[config.mk]
export PLATFORM = sky130hd
export DESIGN_NAME = sr_driver
export DESIGN_NICKNAME = d
export VERILOG_FILES = /design/src/rtl/sr_pkg.sv /design/src/rtl/sr_pulse_timer.sv /design/src/rtl/sr_driver.sv
export SDC_FILE = /design/constraint.sdc
export NUM_CORES = 1
export LEC_CHECK = 0
export BUFFER_PORTS_ARGS = -buffer_cell sky130_fd_sc_hd__buf_2
export CAP_MARGIN = 20
export CORE_AREA = 5 5 42 44
export CTS_CLUSTER_SIZE = 12
export DETAILED_ROUTE_END_ITERATION = 7
export DIE_AREA = 0 0 47 49
export PLACE_DENSITY = 0.64
export SYNTH_ARGS = -nofsm -noshare
export SYNTH_HDL_FRONTEND = slang
export SYNTH_SLANG_ARGS = --single-unit
[constraint.sdc]
create_clock -name clk -period 1.44 [get_ports clk]
set_input_delay 0.36 -clock clk [delete_from_list [all_inputs] [get_ports clk]]
set_output_delay 0.36 -clock clk [all_outputs]
set_load 0.05 [all_outputs]
[src/rtl/sr_pkg.sv]
// Shared types and constants for the SR flop pulse driver.
package sr_pkg;

  localparam int unsigned CNT_W = 4;

  typedef enum logic [1:0] {
    IDLE  = 2'd0,
    PULSE = 2'd1,
    GAP   = 2'd2
  } sr_state_e;

endpackage

[src/rtl/sr_pulse_timer.sv]
// Down-counting duration timer; done flags the final counted cycle.
module sr_pulse_timer
  import sr_pkg::*;
(
  input  logic             clk,
  input  logic             reset_n,
  input  logic             start,
  input  logic [CNT_W-1:0] load,
  output logic             done
);

  logic [CNT_W-1:0] cnt;

  // Reload on start, otherwise count down and park at zero.
  always_ff @(posedge clk or negedge reset_n) begin
    if (!reset_n) begin
      cnt <= '0;
    end else if (start) begin
      cnt <= load;
    end else if (cnt != '0) begin
      cnt <= cnt - CNT_W'(1);
    end
  end

  assign done = (cnt == CNT_W'(1));

endmodule

[src/rtl/sr_driver.sv]
// Request-driven set/reset pulse generator for a downstream SR flop.
// Optional SR_DRIVER_SKIP_EN suppresses pulses that would not change level_q.
module sr_driver
  import sr_pkg::*;
#(
  parameter int unsigned PULSE_W = 2,
  parameter int unsigned GAP_W   = 1
) (
  input  logic clk,
  input  logic reset_n,
  input  logic req_valid,
  input  logic req_level,
  output logic req_ready,
  output logic s,
  output logic r,
  output logic level_q,
  output logic busy
);

  localparam bit HAS_GAP = (GAP_W != 0);

  sr_state_e        state_q;
  sr_state_e        state_d;
  logic             lvl_q;
  logic             lvl_d;
  logic             s_d;
  logic             r_d;
  logic             level_d;
  logic             accept;
  logic             skip;
  logic             tmr_start;
  logic [CNT_W-1:0] tmr_load;
  logic             tmr_done;

  assign req_ready = (state_q == IDLE);
  assign busy      = (state_q != IDLE);
  assign accept    = req_valid && req_ready;

`ifdef SR_DRIVER_SKIP_EN
  assign skip = (req_level == level_q);
`else
  assign skip = 1'b0;
`endif

  sr_pulse_timer u_timer (
    .clk     (clk),
    .reset_n (reset_n),
    .start   (tmr_start),
    .load    (tmr_load),
    .done    (tmr_done)
  );

  // Next-state and registered-output decode.
  always_comb begin
    state_d   = state_q;
    lvl_d     = lvl_q;
    level_d   = level_q;
    s_d       = 1'b0;
    r_d       = 1'b0;
    tmr_start = 1'b0;
    tmr_load  = CNT_W'(PULSE_W);
    case (state_q)
      IDLE: begin
        if (accept) begin
          lvl_d = req_level;
          if (!skip) begin
            state_d   = PULSE;
            s_d       = req_level;
            r_d       = !req_level;
            tmr_start = 1'b1;
            tmr_load  = CNT_W'(PULSE_W);
          end
        end
      end
      PULSE: begin
        if (tmr_done) begin
          level_d = lvl_q;
          if (HAS_GAP) begin
            state_d   = GAP;
            tmr_start = 1'b1;
            tmr_load  = CNT_W'(GAP_W);
          end else begin
            state_d = IDLE;
          end
        end else begin
          s_d = lvl_q;
          r_d = !lvl_q;
        end
      end
      GAP: begin
        if (tmr_done) begin
          state_d = IDLE;
        end
      end
      default: state_d = IDLE;
    endcase
  end

  always_ff @(posedge clk or negedge reset_n) begin
    if (!reset_n) begin
      state_q <= IDLE;
      lvl_q   <= 1'b0;
      level_q <= 1'b0;
      s       <= 1'b0;
      r       <= 1'b0;
    end else begin
      state_q <= state_d;
      lvl_q   <= lvl_d;
      level_q <= level_d;
      s       <= s_d;
      r       <= r_d;
    end
  end

endmodule

# Word level (Yosys, flattened, before mapping)
# Cells that the tools add are included.
dict set report op_classes {
  add_sub_neg 1
  n_eq_ne 6
  mux 17
  n_reduce_logical 10
}
# operator n
set ops {}
lappend ops {{$mux 2} 5}
lappend ops {{$mux 4} 2}
lappend ops {{$mux 1} 6}
lappend ops {{$pmux 1 s2} 3}
lappend ops {{$pmux 2 s3} 1}
lappend ops {{$eq 4x1->1 const B} 1}
lappend ops {{$ne 2x2->1 const B} 2}
lappend ops {{$reduce_and 2->1} 2}
lappend ops {{$reduce_bool 2->1} 2}
lappend ops {{$reduce_bool 4->1} 1}
lappend ops {{$sub 4x1->4 const B} 1}
lappend ops {{$reduce_and 3->1} 1}
lappend ops {{$eq 2x1->1 const B} 1}
lappend ops {{$eq 2x2->1 const B} 1}
lappend ops {{$logic_not 1->1} 2}
lappend ops {{$logic_not 2->1} 1}
lappend ops {{$ne 2x1->1 const B} 1}
lappend ops {{$logic_and 1x1->1} 1}
dict set report totals {
  register_bits 10
  input_bits 4
  output_inout_bits 5
  wordCells 40
}

# Longest topological paths before layout
dict set report logic_depth {
  word_depth 5
  ltp_mapped 5
  depth_no_buf 5
}

# Hierarchy
# Synthesis repeated with hierarchy kept, for this count alone.
dict set report unflattened {
  cells_unflattened 52
  hier_area_um2 561.8
}
# mod n_inst cells_per_inst area_each_um2 seq_area_each_um2
set modules_own_cells {}
lappend modules_own_cells {sr_driver 1 28 296.5 150.1}
lappend modules_own_cells {sr_pulse_timer 1 24 265.3 100.1}

# Least setup slack after synthesis
# No wires, ideal clock.
dict set report synth_path {
  path_type {reg-to-output}
  startpoint {reg state_q[1]}
  endpoint {out busy}
  arrival_ns 1.282
  slack_ns -0.202
  stages_incl_launch_ff 3
  path_cell_list {dfrtp_1 -> nor2_2 -> inv_1}
}
dict set report synth_between {
  elab_chain_cells 1
}
# item line_no
set synth_rtl {}
lappend synth_rtl {{start: declaration} sr_driver.sv:22} ;# sr_state_e state_q;
lappend synth_rtl {{start signal: assignment} sr_driver.sv:107} ;# state_q <= state_d;
lappend synth_rtl {{$reduce_bool 2->1} sr_driver.sv:36} ;# assign busy = (state_q != IDLE);
lappend synth_rtl {{end: declaration} sr_driver.sv:17} ;# output logic busy
# No other way between the ends.

# Final worst setup path
dict set report layout_path {
  startpoint {reg u_timer.cnt[1]}
  endpoint {reg s}
}
dict set report layout_between {
  elab_chain_cells 3
}
# item line_no
set layout_rtl {}
lappend layout_rtl {{start: declaration} sr_pulse_timer.sv:12} ;# logic [CNT_W-1:0] cnt;
lappend layout_rtl {{start signal: assignment} sr_pulse_timer.sv:19} ;# cnt <= load;
lappend layout_rtl {{start signal: assignment} sr_pulse_timer.sv:21} ;# cnt <= cnt - CNT_W'(1);
lappend layout_rtl {{$eq 4x1->1} sr_pulse_timer.sv:25} ;# assign done = (cnt == CNT_W'(1));
lappend layout_rtl {{$mux 1} sr_driver.sv:76} ;# if (tmr_done) begin
lappend layout_rtl {{$pmux 1 s2} sr_driver.sv:62} ;# case (state_q)
lappend layout_rtl {{via s_d} sr_driver.sv:26} ;# logic s_d;
lappend layout_rtl {{end signal: assignment} sr_driver.sv:104} ;# s <= 1'b0;
lappend layout_rtl {{end signal: assignment} sr_driver.sv:110} ;# s <= s_d;
lappend layout_rtl {{end: declaration} sr_driver.sv:14} ;# output logic s,
# The timed path passes the listed nets, and every way through them passes these cells.
# A chain may end at the register's enable or synchronous reset.

==> key figures <==
Placement
  – Cell Area, Placed: 571.8 um2
  – Final GP Congestion: 0.7057
  – PortBufs: 8
  – DP HPWL: 718.8 um

STA
  – Slew Limit Fails: 0
  – Clk_skew: 2.416 ps
  – RSZ-0062 raised after global routing: true
  – Least-Margin Pin Slew: 263.8 ps
  – Tmin final: 1392 ps
  – Final setup violation count: 0
  – Final Hold Viols: 0
  – Setup TNS: 0 ps
  – Relative slew margins: 0.8240
  – Tcrit/Tclk final: 0.9666
  – Highest Clock Rate: 0.7184 GHz

Routing
  – Vias: 369
  – M1 WL: 407 um
  – WL/cell: 12.87 um
  – Post-route DRC violation count: 0
  – Met3 routed wirelength: 44 um
  – Highest Signal Layer: met3
  – DRT Wirelength: 978 um
  – First DRT Iteration DRCs: 4
  – Vias/cell: 4.855
  – WL met2: 526 um
  – ANT nets after route: 0
  – Drt first pass iters: 4

Worst setup path
  – Worst reg-to-reg path cell count: 4
  – Type of destination of the critical path: flip-flop
  – R2r startpoint: u_timer.cnt[1]
  – Arrival time worst endpoint: 1540 ps
  – Worst Path Max Fanout: 3
  – Crit Path Class: reg2reg
  – Max stage delay on crit path: 400 ps
  – Critical-path cell list: inv_2 > ha_1 > or3b_4 > a32o_1
  – Slowest stage cell, crit path: dfrtp_1
  – Crit path launch type: flip-flop
  – CP required: 1590 ps
  – Crit. Startpoint: u_timer.cnt[1]

Hold path
  – Hold Crit Depth: 2
  – Hold/Removal Path Class: in2reg
  – Hold path startpoint: req_level

Synth
  – Yosys top cell area share: 0.5013
  – Sequential-to-total area share from yosys stat: 0.5013
  – Syn_area_per_cell: 11.61 um2
  – Post-synth ARST share: 1.000
  – Number of synthesized flops with an enable pin: 0
  – Synth Instances: 43
  – Mapped cell area: 499.2 um2
  – Synthesized Nets: 50
  – Synth Warn #: 0
  – Synth area leader: dfrtp_1
  – Main synth FF type: dfrtp_1
  – Yosys reg bits: 10
  – Top post-synthesis cells by area: dfrtp_1 50%, ha_1 7.5%, xnor2_1 5.3%
  – Count of cell types in the netlist: 21

Finish
  – Register area: 250.2 um2
  – Most frequent cells in the layout: 10 x dfrtp_1, 6 x nand2_1, 6 x buf_2
  – Commonest non-fill, non-tap cell in the layout: dfrtp_1
  – Finished layout cell area: 655.6 um2
  – Synthesis-to-finish area growth: 31.33%
  – Filler Cells Inserted: 145
  – Fin nets: 68
  – Multi-input logic area: 249.0 um2
  – # diodes: 0
  – Layout cells sized above 1: 0.4167

Clock network
  – H-tree levels: 1
  – Worst-path clk slew: 70 ps
  – Worst-skew pair later-pin latency: 260 ps
  – Num CTS Buffers: 3
  – CTS Sinks: 10
  – CTS tree: yes
  – Clock Path Buffers: 2
  – CTS Root Cell: clkbuf_4

Global routing
  – First-pass GRT wire length: 1.621 mm
  – Largest net degree at the start of global routing: 11
  – GRT Total Usage: 0.09822
  – Vias in the first global route: 391
  – GR Overflow Total: 0
  – Initial antenna violation count: 0

Outcome
  – Status: finished clean

Flow run
  – Max-cap violation count: 0

Die
  – DIE HEIGHT: 49 um
  – Row count: 14
  – Die Area: 2303 um2
  – Die Wd: 47 um
  – Core area: 1401 um2
  – Initial Utilization: 0.3563
  – Ports: 9
[path summary, 6_finish.rpt]
| path | to | slack [ps] |
|---|---|---|
| max in group asynchronous | lvl_q | 760 |
| min | r | 320 |
| min in group asynchronous | state_q[1] | 480 |
| max reg2reg | s | 50 |
| min reg2reg | level_q | 490 |
| max | s | 50 |
[critical path: cells and delay by family (launching register included)]
family                   cells  cell delay, ps
flip-flops                   1             400
AND/OR/NAND/NOR              1             400
AO/OA/AOI/OAI                1             250
adder cells (fa/ha/maj)      1             150
buffers and inverters        1              80
[stage by stage]
| step | hold WS, ps | std cells | setup slack [ps] | utilization |
|---|---|---|---|---|
| 6_report | 318.2 | 76 | 48.03 | 0.4679 |
| 5_1_grt | 299.0 | 76 | -26.35 | 0.4679 |
| 4_1_cts | 306.0 | 73 | 2.984 | 0.4446 |
| 3_5_place_dp | 233.2 | 68 | 20.09 | 0.4080 |
| 3_3_place_gp | 232.5 | 68 | 81.51 | 0.4080 |
| 2_1_floorplan | 64.41 | 43 | 29.06 | - |
[cells in the mapped netlist, types with 2 or more instances]
cell type / number
dfrtp_1: 10
nand2_1: 6
ha_1: 3
inv_1: 3
xnor2_1: 3
nor3b_2: 2
nor4_1: 2
[logic make-up after synthesis]
logic type      synth area share
buf+inv                  0.02255
mux                      0.04511
compound gates           0.06268
simple gates              0.2406
flops                     0.5013
xor+xnor                 0.05264
fa+ha+maj                0.07520
[what timing repair did]
action,CTS,global route
setup buffers,0,3
setup endpoints to repair,2,6
pin swaps,0,1
resized for setup,2,3
endpoints found under the hold margin,10,0
gates cloned,0,0
hold buffers,1,0
[area by class of cell]
class / count / area share
Multi-Input combinational cell: 30 / 0.3798
Sequential cell: 10 / 0.3817
Timing Repair Buffer: 13 / 0.1355
Clock buffer: 4 / 0.05534
Inverter: 3 / 0.01718
Tap cell: 16 / 0.03053
[registers in the layout, indices dropped and copies added, names as in the netlist]
register and flops:
r 1, u_timer.cnt 4, s 1, lvl_q 1, state_q 2, level_q 1
[layer usage]
| metal | vias to the layer above | track usage |
|---|---|---|
| met3 | 0 | 0.02583 |
| met4 | 0 | 0.05530 |
| met5 | - | 0 |
| met1 | 177 | 0.1000 |
| li1 | 184 | - |
| met2 | 8 | 0.1697 |
Power is not shown: default switching activity piles up to over one toggle a cycle in this logic, so the estimate is an artifact.
